[config.mk]
export PLATFORM = sky130hd
export DESIGN_NAME = alu_nibble_seq
export DESIGN_NICKNAME = d
export VERILOG_FILES = /design/src/rtl/alu_pkg.sv /design/src/rtl/alu_nibble_seq_ripple_adder.sv /design/src/rtl/alu_nibble_seq.sv
export SDC_FILE = /design/constraint.sdc
export NUM_CORES = 1
export LEC_CHECK = 0
export CORE_MARGIN = 4
export CORE_UTILIZATION = 35
export CTS_CLUSTER_SIZE = 30
export DETAILED_ROUTE_END_ITERATION = 10
export SYNTH_ARGS = -nofsm -noshare
export SYNTH_HDL_FRONTEND = slang
export SYNTH_SLANG_ARGS = --single-unit
[constraint.sdc]
create_clock -name clk -period 3.9 [get_ports clk]
set_clock_uncertainty 0.05 [all_clocks]
set_input_delay 0.78 -clock clk [delete_from_list [all_inputs] [get_ports clk]]
set_output_delay 0.78 -clock clk [all_outputs]
set_load 0.05 [all_outputs]
[src/rtl/alu_pkg.sv]
// Shared definitions for the nibble-serial add/subtract sequencer.
package alu_pkg;

  localparam int unsigned NIB_W = 4;

  typedef enum logic [1:0] {
    IDLE = 2'd0,
    RUN  = 2'd1,
    DONE = 2'd2
  } state_e;

endpackage

[src/rtl/alu_nibble_seq_ripple_adder.sv]
// Ripple_adder: 4-bit combinational ripple-carry adder, the only arithmetic in the sequencer.
module Ripple_adder
  import alu_pkg::*;
(
  input  logic [NIB_W-1:0] a_i,
  input  logic [NIB_W-1:0] b_i,
  input  logic             cin_i,
  output logic [NIB_W-1:0] sum_o,
  output logic             cout_o
);

  logic c;

  // One full adder per bit, carry rippling LSB to MSB.
  always_comb begin
    c     = cin_i;
    sum_o = '0;
    for (int i = 0; i < int'(NIB_W); i++) begin
      sum_o[i] = a_i[i] ^ b_i[i] ^ c;
      c        = (a_i[i] & b_i[i]) | (c & (a_i[i] ^ b_i[i]));
    end
    cout_o = c;
  end

endmodule

[src/rtl/alu_nibble_seq.sv]
// WIDTH-bit add/subtract computed one nibble per cycle through a single Ripple_adder.
// Subtraction is built only when ALU_NIBBLE_SEQ_SUB_EN is defined; otherwise op_sub is ignored.
module alu_nibble_seq
  import alu_pkg::*;
#(
  parameter int unsigned WIDTH = 16
) (
  input  logic             clk,
  input  logic             rst_n,
  input  logic             start_valid,
  output logic             start_ready,
  input  logic [WIDTH-1:0] op_a,
  input  logic [WIDTH-1:0] op_b,
  input  logic             cin,
  input  logic             op_sub,
  output logic             res_valid,
  input  logic             res_ready,
  output logic [WIDTH-1:0] result,
  output logic             cout,
  output logic             ovf,
  output logic             busy
);

  localparam int unsigned NIB   = WIDTH / NIB_W;
  localparam int unsigned IDX_W = (NIB > 1) ? $clog2(NIB) : 1;

  state_e             state_q, state_d;
  logic [WIDTH-1:0]   a_q, a_d;
  logic [WIDTH-1:0]   b_q, b_d;
  logic [WIDTH-1:0]   b_eff;
  logic               carry_q, carry_d;
  logic [IDX_W-1:0]   idx_q, idx_d;
  logic [WIDTH-1:0]   result_q, result_d;
  logic               cout_q, cout_d;
  logic               ovf_q, ovf_d;
  logic [NIB_W-1:0]   a_nib, b_nib, sum_nib;
  logic               cout_nib;
  logic               last_nib;

`ifdef ALU_NIBBLE_SEQ_SUB_EN
  logic sub_q, sub_d;
  assign b_eff = sub_q ? ~b_q : b_q;
`else
  logic unused_op_sub;
  assign unused_op_sub = op_sub;
  assign b_eff         = b_q;
`endif

  assign a_nib    = a_q[int'(idx_q)*int'(NIB_W) +: NIB_W];
  assign b_nib    = b_eff[int'(idx_q)*int'(NIB_W) +: NIB_W];
  assign last_nib = (idx_q == IDX_W'(NIB - 1));

  Ripple_adder u_adder (
    .a_i    (a_nib),
    .b_i    (b_nib),
    .cin_i  (carry_q),
    .sum_o  (sum_nib),
    .cout_o (cout_nib)
  );

  // Next-state and datapath update.
  always_comb begin
    state_d  = state_q;
    a_d      = a_q;
    b_d      = b_q;
    carry_d  = carry_q;
    idx_d    = idx_q;
    result_d = result_q;
    cout_d   = cout_q;
    ovf_d    = ovf_q;
`ifdef ALU_NIBBLE_SEQ_SUB_EN
    sub_d    = sub_q;
`endif
    case (state_q)
      IDLE: begin
        if (start_valid) begin
          a_d     = op_a;
          b_d     = op_b;
          idx_d   = '0;
`ifdef ALU_NIBBLE_SEQ_SUB_EN
          sub_d   = op_sub;
          carry_d = op_sub | cin;
`else
          carry_d = cin;
`endif
          state_d = RUN;
        end
      end
      RUN: begin
        result_d[int'(idx_q)*int'(NIB_W) +: NIB_W] = sum_nib;
        carry_d = cout_nib;
        if (last_nib) begin
          cout_d  = cout_nib;
          ovf_d   = (a_q[WIDTH-1] == b_eff[WIDTH-1]) && (sum_nib[NIB_W-1] != a_q[WIDTH-1]);
          state_d = DONE;
        end else begin
          idx_d = idx_q + IDX_W'(1);
        end
      end
      DONE: begin
        if (res_ready) state_d = IDLE;
      end
      default: state_d = IDLE;
    endcase
  end

  always_ff @(posedge clk or negedge rst_n) begin
    if (!rst_n) begin
      state_q  <= IDLE;
      a_q      <= '0;
      b_q      <= '0;
      carry_q  <= 1'b0;
      idx_q    <= '0;
      result_q <= '0;
      cout_q   <= 1'b0;
      ovf_q    <= 1'b0;
`ifdef ALU_NIBBLE_SEQ_SUB_EN
      sub_q    <= 1'b0;
`endif
    end else begin
      state_q  <= state_d;
      a_q      <= a_d;
      b_q      <= b_d;
      carry_q  <= carry_d;
      idx_q    <= idx_d;
      result_q <= result_d;
      cout_q   <= cout_d;
      ovf_q    <= ovf_d;
`ifdef ALU_NIBBLE_SEQ_SUB_EN
      sub_q    <= sub_d;
`endif
    end
  end

  assign result      = result_q;
  assign cout        = cout_q;
  assign ovf         = ovf_q;
  assign start_ready = (state_q == IDLE);
  assign res_valid   = (state_q == DONE);
  assign busy        = (state_q != IDLE);

endmodule

==> results of run 1 <==
placed cells by master, fill, tap and decap left out, types with 3 or more instances in the layout:
cell type / count
clkdlybuf4s50_1: 56
mux2_2: 33
a22o_1: 3
ha_1: 6
nand2_1: 18
nand2b_1: 6
buf_4: 4
inv_1: 13
o31ai_1: 6
mux4_2: 8
o41ai_1: 6
fa_1: 4
clkbuf_8: 7
dfrtp_1: 55
nand3b_1: 4
tightest hold or removal path, delay by kind of cell, from the launching register on:
kind             cells  cell delay [ps]
AO/OA/AOI/OAI        1               50
flip-flops           1              360
AND/OR/NAND/NOR      1               50
power by group through the flow:
stage,Combinational [mW],Sequential (mW),Clock (mW)
after floorplan,1.15,1.18,0
after global placement,1.80,1.04,0
after detailed placement,1.83,1.05,0
after CTS,1.83,1.04,0.353
after global routing,1.95,1.08,0.376
final,1.79,1.03,0.338
layout make-up:
cell class,instances,area [um^2],share of cell area
flip-flops and latches,55,1380,0.409
multi-input cells,110,1120,0.332
repair buffers,61,596,0.177
well taps,99,124,0.0368
clock buffers,8,100,0.0298
inverters,13,48.8,0.0145
sequential cells by signal, indices dropped and copies added (netlist names):
register / flops
a_q: 16
ovf: 1
carry_q: 1
cout: 1
result: 16
idx_q: 2
state_q: 2
b_eff: 16
per-stage QoR:
stage	hold slack, ps	util	area [um^2]
floorplan	403	-	2610
global placement	411	0.450	3260
detailed placement	417	0.450	3260
CTS	438	0.464	3360
global route	466	0.464	3360
finish	434	0.464	3360
worst min-delay path by stage:
stage | startpoint | to | slack [ps] | cells past startpoint
6_report | result[6] | result[6] | 430 | 2
2_1_floorplan | a_q[6] | a_q[6] | 400 | 1
4_1_cts | result[6] | result[6] | 440 | 2
5_1_grt | result[14] | result[14] | 470 | 2
3_3_place_gp | result[8] | result[8] | 410 | 2
3_5_place_dp | result[6] | result[6] | 420 | 2
metal layers:
metal | up-vias | track usage | share of wire
li1 | 788 | - | -
met1 | 821 | 0.176 | 0.46
met2 | 47 | 0.197 | 0.46
met3 | 7 | 0.0337 | 0.064
met4 | 0 | 0.0397 | 0.011
met5 | - | 0 | 0
cells by family after synthesis:
logic type / count (synthesis)
AND/OR/NAND/NOR: 36
adder cells (fa/ha/maj): 10
AO/OA/AOI/OAI: 21
multiplexers: 43
buffers and inverters: 21
flip-flops: 55
==> results.toml, run 1 <==
[drt]
drc = 0
dr.pass1.iters = 4
viasPerCell = 4.81
wirelength_mm = 5.21
drtIter0Drc = 63
routedWlPerCell_um = 15.1
ant_nets = 0
num_vias = 1663

[clock_network]
cts_tree = "done"
root_buffer = "clkbuf_8"
cts_buffers = 5
cts_setup_buffers = 0
insertion_delay_ps = 310
htree_levels = 2
cts_resized = 0
clock_path_buffers = 2
path_clk_slew_ps = 90
cts.hold.buffers_added = 0
cts_sinks = 55

[synth]
post-synth-top-count-cell = "dfrtp_1"
syn_inst = 186
synth.top_cell.area_share = 0.528
yosysWarningCount = 0
synth_fa_ha_area_frac = 0.0595
async_reset_ff_frac = 1.00
ys_ff_latch = 55
synth_ff_type = "dfrtp_1"
synth_fp_nets = 234
synth-xor-area-share = 0
synth_area_per_cell_um2 = 14.0
synth-simple-area-share = 0.0845
synth-compound-area-share = 0.0643
synth_edf_count = 0
synth_top_cell_by_area = "dfrtp_1"
synth.area.top_cells = "dfrtp_1 (53%), mux2_2 (14%), mux4_2 (6.9%)"
synth_commonest_cells = "dfrtp_1 (55), mux2_2 (33), nand2_1 (18), inv_1 (13), mux4_2 (8)"
synth.distinct_cells = 30
synth_seq_area_share = 0.528
syn_area_um2 = 2610
muxShareOfSynthArea = 0.220
synth_top_family_by_area = "multiplexers"

[pwr]
p_total_mw = 3.16
p_sw_frac = 0.433
p_comb_frac = 0.567
internal_power_mw = 1.79
sequentialPowerShare = 0.326
switching_power_mw = 1.37
power.density_nw_per_um2 = 941
clkPwrFrac = 0.107
p_leak_nw = 1.42
irDropWorstVdd_uv = 350

[timing]
period_share = 0.837
tightestPinTransition_ps = 849
rsz0062_at_grt = "no"
setup_viol = 0
layout_setup_ws_ps = 637
relSlewSlack = 0.434
fmax_ghz = 0.307
tns_ps = 0
hold_violations = 0
drv_slew = 0
timing.final.crit_period_ps = 3260

[cells_and_area]
drive_gt1_frac = 0.239
area_growth_pct = 28.9
fin_cells = 346
nFillCells = 694
n_antenna_cell = 0
final_nets = 294

[critical_path]
critPathMaxStageDelay_ps = 660
crit_required_ps = 4060
cp-startpoint = "idx_q[0]"
critical_path_depth = 9
r2r_cells = 9
critPathSlowestCell = "dfrtp_1"
cp_max_fo = 11
cpMostUsedCell = "fa_1"
r2r_slack_ps = 640
cp.buffers_inverters = 3
endpoint = "result[7]"
path_cells = "buf_4, mux4_2, fa_1, inv_1, fa_1, inv_1, fa_1, nand2b_1, o31ai_1"
critPathTopFamily = "adder cells"
arrival_ps = 3430
cp-end-kind = "register"
timing.rr.start = "idx_q[0]"
path_class = "reg -> reg"
r2r_end = "result[7]"
critPathLaunchType = "register"

[global_route]
overflow = 0
antenna_found_initial = 0
grt_max_degree = 39
grt_pass1_wl_mm = 8.60
grt.total_usage = 0.127
grt_pass1_vias = 1699

[place]
gp_congestion = 0.770
pre_cts_ws_ps = 601
dp_cells = 338
numPortBuffers = 57
dpl.hpwl_mm = 3.91

[die]
initial_utilization = 0.359
rows = 31
die_x_um = 94.3
core_um2 = 7250
pin_count = 59
die_h_um = 94.3
dieArea_um2 = 8900

[flow_run]
maxCapViolCount = 0

[hold_path]
holdCritPathClass = "reg -> reg"

[status]
status = "completed"
(Power assumes the default switching activity.)
==> run 2, diff against run 1 <==
clock period = 3.3 ns   (was 3.9 ns; I/O delays follow)
==> results.toml, run 2 (synthesized netlist as in run 1, its figures left out) <==
[cells_and_area]
area_growth_pct = 29.0
final_nets = 296
finalInstanceArea_um2 = 3360
multi_input_area_um2 = 1120
nFillCells = 698
fin_util = 0.464
layout_commonest_cell = "clkdlybuf4s50_1"
layout_common_cells = "clkdlybuf4s50_1 (56), dfrtp_1 (54), mux2_2 (33)"
seqCellArea_um2 = 1380
n_antenna_cell = 0
drive_gt1_frac = 0.243

[pwr]
power.density_nw_per_um2 = 1100
p_total_mw = 3.71
p_leak_nw = 1.42
irDropWorstVdd_uv = 452

[die]
rows = 31
core_um2 = 7250
pin_count = 59
die_x_um = 94.3
dieArea_um2 = 8900
initial_utilization = 0.359
die_h_um = 94.3

[place]
numPortBuffers = 57
gp_congestion = 0.792
pre_cts_ws_ps = 113
dpl_cell_area_um2 = 3290
dpl.hpwl_mm = 3.89

[timing]
hold_violations = 0
setup_viol = 0
period_share = 0.924
tightestPinTransition_ps = 575
tns_ps = 0
timing.final.crit_period_ps = 3050
fmax_ghz = 0.328
relSlewSlack = 0.616
layout_setup_ws_ps = 252
rsz0062_at_grt = "no"
drv_slew = 0

[critical_path]
path_cells = "mux4_2, inv_1, fa_1, inv_1, fa_1, inv_1, fa_1, inv_1, fa_1, nand2b_1, o31ai_1"
arrival_ps = 3210
cp-end-kind = "register"
r2r_cells = 11
path_class = "reg -> reg"
critPathMaxStageDelay_ps = 560
cp_max_fo = 6
critPathSlowestCell = "fa_1"
r2r_end = "result[11]"
r2r_slack_ps = 250
crit_required_ps = 3460
critPathLaunchType = "register"
timing.rr.start = "idx_q[0]"

[clock_network]
cts_resized = 0
cts_buffers = 5
insertion_delay_ps = 300
cts_sinks = 55
htree_levels = 2
path_clk_slew_ps = 90
cts_tree = "done"
cts_setup_buffers = 0
cts.hold.buffers_added = 0
clock_path_buffers = 2
root_buffer = "clkbuf_8"

[global_route]
grt_pass1_wl_mm = 8.57
grt_max_degree = 38
antenna_found_initial = 0
grt_pass1_vias = 1754
grt.total_usage = 0.125
overflow = 0

[drt]
drc = 0
drtIter0Drc = 51
viasPerCell = 4.79
wirelength_mm = 5.09
routedWlPerCell_um = 14.7
num_vias = 1656
ant_nets = 0
dr.pass1.iters = 4

[hold_path]
holdCritPathClass = "in -> async"

[status]
status = "completed"

[flow_run]
maxCapViolCount = 0
==> run 2: power by group <==
group | total (mW) | switching (mW) | internal (mW)
sequential | 1.20 | 0.218 | 0.985
combinational | 2.17 | 1.20 | 0.972
clock | 0.341 | 0.199 | 0.142
==> run 2: metrics by stage <==
step,hold slack [ps],instances
detailed placement,414,340
floorplan,314,186
finish,237,346
global placement,411,340
global route,256,346
CTS,242,346
==> run 2: cell type report <==
cell class,count,share of cell area
clock buffer,6,0.0216
inverter,13,0.0145
multi-input combinational,110,0.332
sequential,55,0.410
tap,99,0.0368
timing repair buffer,63,0.185
==> run 2: routing by layer <==
layer / wire length (um) / vias to the layer above / part of all wire / GRT usage
met3: 356 / 4 / 0.070 / 0.0385
met5: 0 / - / 0 / 0
met1: 2280 / 814 / 0.45 / 0.168
li1: - / 787 / - / -
met4: 46 / 0 / 0.0090 / 0.0325
met2: 2400 / 51 / 0.47 / 0.196
==> run 2: worst max path at each step <==
stage	start	end	slack [ps]	depth (start not counted)
floorplan	idx_q[0]	ovf	150	13
global placement	idx_q[0]	result[11]	160	11
detailed placement	idx_q[0]	result[11]	110	11
CTS	idx_q[0]	result[11]	90	11
global route	idx_q[0]	result[7]	30	11
finish	idx_q[0]	result[11]	250	11
==> run 2: worst max-delay path: cells and delay by family, from the launching register on <==
kind / cells / cell delay (ps)
multiplexers: 1 / 520
buffers and inverters: 4 / 280
flip-flops: 1 / 470
adder cells (fa/ha/maj): 4 / 1250
AO/OA/AOI/OAI: 1 / 260
AND/OR/NAND/NOR: 1 / 140
==> edit: new RTL, flow settings as in run 2 <==
Re-encode `state_e` (3 states) as one-hot, 3 bits wide.
--- a/src/rtl/alu_pkg.sv
+++ b/src/rtl/alu_pkg.sv
@@ -3,10 +3,10 @@
 
   localparam int unsigned NIB_W = 4;
 
-  typedef enum logic [1:0] {
-    IDLE = 2'd0,
-    RUN  = 2'd1,
-    DONE = 2'd2
+  typedef enum logic [2:0] {
+    IDLE = 3'b001,
+    RUN  = 3'b010,
+    DONE = 3'b100
   } state_e;
 
 endpackage
Function: no difference found for any inputs over 10 cycles, from zero or initial values and one cycle with rst_n low; not proved beyond that.
==> edit against run 2 <==
  * Worst setup slack better by 62 ps
  * Area after synthesis up 8.6%
  * Worst hold slack better by 190 ps
  * Count of clock-buffer cells in the layout up 2
  * Largest cell class unchanged
  * Core utilization down 1.0 points
  * Critical path type unchanged
  * Final area up 5.2%
  * First-iteration DRC count down 53%
  * Wire length up 2.7%
  * Sequential cell count up 1
  * Power down 5.6%
  * Final cell count up 4.9%
==> edit: results (changes against run 2) <==
- Run status: finished, final reports clean
- Yosys attributes the largest share of cell area to dfrtp_1 49%, mux2_4 15%, mux4_2 6.4%.
* Root buffer cell: clkbuf_8
* Most frequent cells after synthesis: 55 x dfrtp_1, 29 x mux2_4, 23 x nand2_1, 11 x inv_1, 9 x o21ai_0
- The post-place instance area is 0.003450 mm² (+4.9%).
- The post-placement worst setup slack is 250.0 ps (+136.7 ps).
- Cell family contributing the most delay on the critical path: adder cells
- Number of global-route vias before repair: 1,765 (+0.63%)
- The tightest min-delay check is of the reg2reg type.
- Peak VDD IR: 0.4086 mV (-9.6%)
- Share of flip-flops with an asynchronous set or reset: 100.0% (unchanged)
- Post-detailed-routing wire length: 5222 µm (+2.7%)
- The static leakage is 0.001504 µW (+6.1%).
- The via total after detailed routing came to 1,706 (+3.0%).
- Count of different cell masters after synthesis: 37 (+23%)
* Clock latency on the worst-skew pair: 300 ps (about the same)
- Crit-path max FO: 5 (-1)
- Number of synthesis warnings: 0 (unchanged)
- Post-Synthesis Net Count: 251 (+7.3%)
- Worst path slowest cell: mux4_2
- In the synthesized netlist the dominant register cell turns out to be dfrtp_1.
- DRC marker count from the first detailed-route iteration: 24 (-53%)
* Clock H-tree levels: 2 (unchanged)
* Capture point of the critical path: ovf$_DFFE_PN0P_
- Post-cts resize count: 0 (unchanged)
- The data arrival at the endpoint of the critical path is 3130 ps (-80 ps).
- The worst-case reg-to-reg path depth came to 10 (-1).
- Clock input transition at the sequential cells of the worst setup and hold paths: 90 ps (about the same)
- The share of the clock period used by the worst path came to 90.51% (-1.9 points).
* Post-DP HPWL: 4014 µm (+3.3%)
- The number of nets at the end of the flow came to 308 (+4.1%).
- The global placer's final weighted congestion is 0.7716 (-2.6%).
- The setup slack on the worst flop-to-flop path came to 310 ps (+60 ps).
- The fill cell total of the finished layout came to 739 (+5.9%).
* Transition time at the pin with the least slew margin: 1006 ps (+431.0 ps)
- Proportion of layout cells with a drive suffix above 1: 23.37% (-0.92 points)
* Largest net degree at the start of global routing: 46 (+21%)
- The overall fraction of global-route tracks in use is 11.38% (-1.1 points).
- Crit path from: idx_q[0]$_DFFE_PN0P_
- Highest cell delay on the worst timing path: 540 ps (-20 ps)
* Sequential share of the synthesized area: 49.54% (-3.2 points)
- First-pass GRT wire length: 8818 µm (+2.9%)
- Number of antenna violations at the first check in global routing: 0 (unchanged)
- The clock tree buffer depth was 2 (unchanged).
[edit: changes by cell type after synthesis, moves of 4 or more]
cell	delta
o21ai_0	+8
mux2_2	-28
mux2_4	+29
o41ai_1	-6
nand2_1	+5
nand4bb_1	+4
nand2b_1	-5
[edit: routing by layer]
metal,track usage [%],vias to the layer above,share of wire (%)
met1,15.79,822,48
met5,0,-,0
met4,2.875,0,1.1
met3,3.143,7,5.7
li1,-,832,-
met2,17.75,45,45
[edit: layout make-up]
type / instances / area, µm² / area share [%]
inverter: 11 / 41.29 / 1.166
timing repair buffer: 63 / 610.6 / 17.25
sequential: 56 / 1403 / 39.63
clock buffer: 8 / 90.09 / 2.545
multi-input combinational: 123 / 1267 / 35.81
tap: 102 / 127.6 / 3.606
[edit: worst min path at each step]
| stage | startpoint | endpoint | slack [ps] | cells past startpoint |
|---|---|---|---|---|
| after CTS | result[8]$_DFFE_PN0P_ | result[8]$_DFFE_PN0P_ | 440 | 2 |
| final | result[8]$_DFFE_PN0P_ | result[8]$_DFFE_PN0P_ | 430 | 2 |
| after global routing | result[5]$_DFFE_PN0P_ | result[5]$_DFFE_PN0P_ | 460 | 2 |
| after global placement | result[8]$_DFFE_PN0P_ | result[8]$_DFFE_PN0P_ | 410 | 2 |
| after floorplan | rst_n | a_q[0]$_DFFE_PN0P_ | 310 | 0 |
| after detailed placement | result[8]$_DFFE_PN0P_ | result[8]$_DFFE_PN0P_ | 420 | 2 |
[edit: logic make-up (layout without fill, tap and decap cells)]
| kind of cell | Yosys count | after routing | share of synthesized area [%] |
|---|---|---|---|
| flops | 56 | 56 | 49.54 |
| simple gates | 46 | 46 | 9.721 |
| mux | 43 | 43 | 24.08 |
| compound gates | 24 | 24 | 5.479 |
| buf+inv | 24 | 82 | 5.700 |
| fa+ha+maj | 10 | 10 | 5.479 |
[edit: worst register-to-register path, delay by kind of cell, from the launching register on]
kind,cells,cell delay (ps)
adder cells (fa/ha/maj),4,1230
flip-flops,1,490
multiplexers,2,810
buffers and inverters,2,140
AO/OA/AOI/OAI,1,80
AND/OR/NAND/NOR,1,100
[edit: where the power goes]
| group | internal, µW | switching (µW) | leakage (µW) |
|---|---|---|---|
| combinational | 987 | 952 | 0.000764 |
| sequential | 968 | 213 | 0.000694 |
| clock | 172 | 210 | 0.0000455 |
| total | 2130 | 1380 | 0.00150 |
[edit: through the flow]
stage                     cells  total power, µW
final                       363             3503
after detailed placement    355             3184
after global routing        363             3776
after floorplan             203             2637
after global placement      355             3145
after CTS                   363             3570
